## src/rtl/regbank_pkg.sv

```systemverilog
// Shared defaults, FSM state encoding and byte-lane helper for the register bank writer.
package regbank_pkg;

    localparam int unsigned NREG_DEF = 32;
    localparam int unsigned AW_DEF   = 5;
    localparam int unsigned DW_DEF   = 32;

    typedef enum logic {
        ST_IDLE  = 1'b0,
        ST_SWEEP = 1'b1
    } state_e;

    function automatic int unsigned nbytes(input int unsigned dw);
        return dw / 8;
    endfunction

endpackage

```

## src/rtl/reg_bank_writer_dec_onehot.sv

```systemverilog
// AW-to-NOUT one-hot decoder with enable; output is all-zero when disabled.
module dec_onehot #(
    parameter int unsigned AW   = 5,
    parameter int unsigned NOUT = 32
) (
    input  logic            en_i,
    input  logic [AW-1:0]   addr_i,
    output logic [NOUT-1:0] onehot_o
);

    always_comb begin
        onehot_o = '0;
        if (en_i) begin
            onehot_o[addr_i] = 1'b1;
        end
    end

endmodule

```

## src/rtl/reg_bank_writer.sv

```systemverilog
// Register file write side: byte-enabled handshaked write port plus a one-register-per-cycle clear sweep.
module reg_bank_writer
    import regbank_pkg::*;
#(
    parameter int unsigned NREG     = NREG_DEF,
    parameter int unsigned AW       = AW_DEF,
    parameter int unsigned DW       = DW_DEF,
    parameter int unsigned ZERO_REG = 1
) (
    input  logic                clk,
    input  logic                rst,
    input  logic                wr_valid,
    output logic                wr_ready,
    input  logic [AW-1:0]       wr_addr,
    input  logic [DW-1:0]       wr_data,
    input  logic [DW/8-1:0]     wr_be,
    input  logic                clr_req,
    output logic                clr_busy,
    output logic                clr_done,
    output logic [NREG-1:0]     wr_onehot,
    output logic [NREG*DW-1:0]  q_flat
);

    localparam int unsigned NB = nbytes(DW);

    state_e          state_q;
    logic [AW-1:0]   cnt_q;
    logic            busy_q;
    logic            done_q;
    logic            wr_fire;
    logic            sweep_en;
    logic [NREG-1:0] wr_dec;
    logic [NREG-1:0] clr_strobe;

    assign wr_ready = (state_q == ST_IDLE) && !rst;
    assign wr_fire  = wr_valid && wr_ready;
    assign sweep_en = (state_q == ST_SWEEP);
    assign clr_busy = busy_q;
    assign clr_done = done_q;

    dec_onehot #(.AW(AW), .NOUT(NREG)) u_wr_dec (
        .en_i     (wr_fire),
        .addr_i   (wr_addr),
        .onehot_o (wr_dec)
    );

    // Sweep clear reuses the decoder: the counter selects which register to zero.
    dec_onehot #(.AW(AW), .NOUT(NREG)) u_clr_dec (
        .en_i     (sweep_en),
        .addr_i   (cnt_q),
        .onehot_o (clr_strobe)
    );

    always_comb begin
        wr_onehot = wr_dec;
        if (ZERO_REG != 0) begin
            wr_onehot[0] = 1'b0;
        end
    end

    always_ff @(posedge clk) begin
        if (rst) begin
            state_q <= ST_IDLE;
            cnt_q   <= '0;
            busy_q  <= 1'b0;
            done_q  <= 1'b0;
        end else begin
            done_q <= 1'b0;
            case (state_q)
                ST_IDLE: begin
                    if (clr_req) begin
                        state_q <= ST_SWEEP;
                        cnt_q   <= '0;
                        busy_q  <= 1'b1;
                    end
                end
                ST_SWEEP: begin
                    if (cnt_q == AW'(NREG - 1)) begin
                        state_q <= ST_IDLE;
                        cnt_q   <= '0;
                        busy_q  <= 1'b0;
                        done_q  <= 1'b1;
                    end else begin
                        cnt_q <= cnt_q + 1'b1;
                    end
                end
                default: begin
                    state_q <= ST_IDLE;
                    cnt_q   <= '0;
                    busy_q  <= 1'b0;
                end
            endcase
        end
    end

    for (genvar g = 0; g < NREG; g++) begin : gen_reg
        logic [DW-1:0] r_q;
        logic [DW-1:0] r_d;

        always_comb begin
            r_d = r_q;
            for (int unsigned k = 0; k < NB; k++) begin
                if (wr_be[k]) begin
                    r_d[8*k +: 8] = wr_data[8*k +: 8];
                end
            end
        end

        always_ff @(posedge clk) begin
            if (rst || clr_strobe[g]) begin
                r_q <= '0;
            end else if (wr_onehot[g]) begin
                r_q <= r_d;
            end
        end

        assign q_flat[g*DW +: DW] = (ZERO_REG != 0 && g == 0) ? '0 : r_q;
    end

endmodule

```

## config.mk

```make
export PLATFORM = sky130hd
export DESIGN_NAME = reg_bank_writer
export DESIGN_NICKNAME = d
export VERILOG_FILES = /design/src/rtl/regbank_pkg.sv /design/src/rtl/reg_bank_writer_dec_onehot.sv /design/src/rtl/reg_bank_writer.sv
export SDC_FILE = /design/constraint.sdc
export NUM_CORES = 2
export LEC_CHECK = 0
export ABC_AREA = 1
export ABC_CLOCK_PERIOD_IN_PS = 3300
export CORE_AREA = 2 2 432 434
export CTS_CLUSTER_SIZE = 14
export DETAILED_ROUTE_END_ITERATION = 7
export DIE_AREA = 0 0 434 436
export PLACE_DENSITY = 0.43
export SLEW_MARGIN = 5
export SYNTH_ARGS = -nofsm -noshare
export SYNTH_HDL_FRONTEND = slang
export SYNTH_SLANG_ARGS = --single-unit
```

## constraint.sdc

```tcl
create_clock -name clk -period 3.3 [get_ports clk]
set_input_delay 0.99 -clock clk [delete_from_list [all_inputs] [get_ports clk]]
set_output_delay 0.99 -clock clk [all_outputs]
set_load 0.01 [all_outputs]
```

==> qor.yml <==
run_status:
  status: "finished, final reports clean"
die:
  die_y_um: 436
  num_rows: 158
  dieWidth_um: 434
  die-area_um2: 189000
  coreArea_um2: 185000
  start_util_pct: 23.4
  io_pins: 1104
yosys:
  synth_edf_count: 0
  netlist_area_um2: 43200
  synth_ff_type: "dfxtp_1"
  synth_top_area_cell: "dfxtp_1"
  synth_top_area_share_pct: 46.3
  synth_cell_type_count: 26
  synth_area_leaders: "dfxtp_1 46%, nand2_1 17%, nor2_1 16%, inv_1 11%, nand4_1 2.7%"
  synth_commonest_cells: "2002 x nand2_1, 1843 x nor2_1, 1241 x inv_1"
  ys_seq_area_share_pct: 46.3
  yosys_warnings: 0
  yosys.cell_count.top_type: "nand2_1"
  synth-seq-cells: 1000
  netlist_instances: 6902
  avgSynthCellArea_um2: 6.26
  async_flop_share_pct: 0
finish:
  drive_gt1_share_pct: 8.04
  syn2layout_area_growth_pct: 44.7
  multi_input_area_um2: 17200
  seqCellArea_um2: 20000
  nets: 8057
  stdcell_count: 10600
  fillers: 19700
sta:
  relSlewSlack_pct: 37.0
  setup_viol_count_final: 0
  timing.final.crit_share_pct: 98.2
  tightest_slew_ns: 0.944
  max_freq_mhz: 308
  skew_ns: 0.0196
  hold_violations: 0
  maxSlewViolCount: 0
  min_period_ns: 3.24
  whs_ns: 0.479
worst_setup_path:
  worstSetupPathType: "input pin to output port"
  cp-end-kind: "output port"
  critPathLaunchType: "input pin"
  crit_fanout: 4
  cp.required_ns: 2.31
  arrival_ns: 2.25
route:
  ant_nets: 0
  viasPerCell: 4.11
  drt_iter0_markers: 2775
  routed_wl_um: 228000
  route.detailed.drc: 0
  first_pass_iters: 8
  vias: 43600
  wl_per_cell_um: 21.5
placed_design:
  io_buffers: 1070
  dp.cells: 10300
  gp_congestion: 0.835
  post-dp-hpwl_um: 163000
clock_network:
  clock_sink_count: 1000
  cts_max_level: 4
  cts_tree: "yes"
  cts.root.buffer_cell: "clkbuf_16"
  path_clk_slew_ns: 0.06
  numCtsBuffers: 131
  cts_max_path_buffers: 3
  insertion_delay_ns: 0.80
  postCtsHoldBufs: 0
grt:
  grt_pass1_vias: 39800
  globalRouteOverflowTotal: 0
  grt_max_degree: 43
  grt_usage_pct: 23.4
  grt_first_pass_wirelength_um: 313000
  antenna_found_initial: 20
power_and_ir_drop:
  p_int_mw: 21.0
  power.switching_mw: 7.24
  power_density_nw_per_um2: 451
  p_leak_nw: 30.7
  swShare_pct: 25.7
  report.power.total_mw: 28.2
  pwr-share-clk_pct: 51.4
  vdd_drop_max_mv: 0.417
  combPwrFrac_pct: 5.6
  seqPwrFrac_pct: 43.0
min_path:
  hold_path_class: "input pin to flip-flop"
flow_run:
  maxCapViolations: 0
[power by group through the flow]
stage | combinational (mW) | clock (mW) | sequential (mW)
after floorplan | 0.641 | 0 | 12.4
after global placement | 1.59 | 0 | 12.4
after detailed placement | 1.59 | 0 | 12.4
after CTS | 1.62 | 14.9 | 12.1
after global routing | 1.67 | 15.3 | 12.1
final | 1.58 | 14.5 | 12.1
[kinds of logic (layout without fill, tap and decap cells)]
kind of cell | Yosys count | after routing | synth area share [%]
buffers and inverters | 1684 | 2858 | 15.1
adders and majority gates | 6 | 6 | 0.174
xor gates and xnor gates | 1 | 1 | 0.0203
and+or+nand+nor | 4170 | 4170 | 37.9
AOI/OAI and AO/OA | 40 | 40 | 0.489
DFF | 1000 | 1000 | 46.3
other | 1 | 45 | 0.00868
[state kept, by name (all words and copies together) (netlist names)]
| signal | flops |
|---|---|
| cnt_q | 5 |
| clr_busy | 1 |
| clr_done | 1 |
| gen.r_q | 992 |
| state_q | 1 |
[worst max-delay path, cell delays in order]
cell and delay, ns:
clkdlybuf4s15_2 0.20, buf_12 0.14, nand2_4 0.08, nor2_4 0.16
clkinvlp_4 0.15, buf_12 0.14, buf_4 0.14, nor2_4 0.11
buf_6 0.11
[layout make-up]
class,instances,area share (%)
multi-input cells,4250,27.5
diodes,12,0.0480
flip-flops and latches,1000,32.0
well taps,2480,4.96
clock buffers,204,6.31
repair buffers,1376,21.1
inverters,1247,7.52
clock inverters,31,0.526
[layer usage]
layer	up-vias	track usage, %	part of all wire, %
li1	22000	-	-
met1	20100	26.6	40
met2	1132	41.2	49
met3	335	5.42	6.2
met4	22	10.6	4.8
met5	-	0	0.058
[timing repair]
| item | CTS | global route |
|---|---|---|
| pin swaps | 6 | 6 |
| gates resized for setup | 155 | 17 |
| endpoints found under the setup margin | 31 | 19 |
| setup buffers | 17 | 1 |
[final timing paths]
path | start | to | slack, ns | cells after the start
worst min-delay path | wr_data[7] | gen_reg[31].r_q[7] | 0.48 | 3
worst min register to register | gen_reg[29].r_q[16] | gen_reg[29].r_q[16] | 0.51 | 4
worst max register to register | state_q | gen_reg[6].r_q[0] | 0.63 | 11
worst max-delay path | wr_addr[3] | wr_onehot[11] | 0.06 | 9
[metrics by stage]
stage	util (%)	TNS (ns)	worst slack, ns	instance area (um^2)
2_1_floorplan	-	0	0.110	43300
3_3_place_gp	31.4	-95.77	-0.598	58000
3_5_place_dp	31.4	-95.02	-0.624	58000
4_1_cts	33.9	-0.605	-0.0989	62500
5_1_grt	33.8	-0.00415	-0.00415	62500
6_report	33.9	0	0.0582	62500
[layout by cell type, fill, tap and decap left out, types with 38 or more instances in the layout]
cell	n
nand4_1	184
nor2_1	1823
dfxtp_1	999
clkbuf_16	135
buf_4	275
buf_2	51
nand3_1	116
nand2_1	1998
inv_1	1225
clkbuf_1	38
clkdlybuf4s50_1	996
No activity file was read; power rests on OpenSTA's default activity.
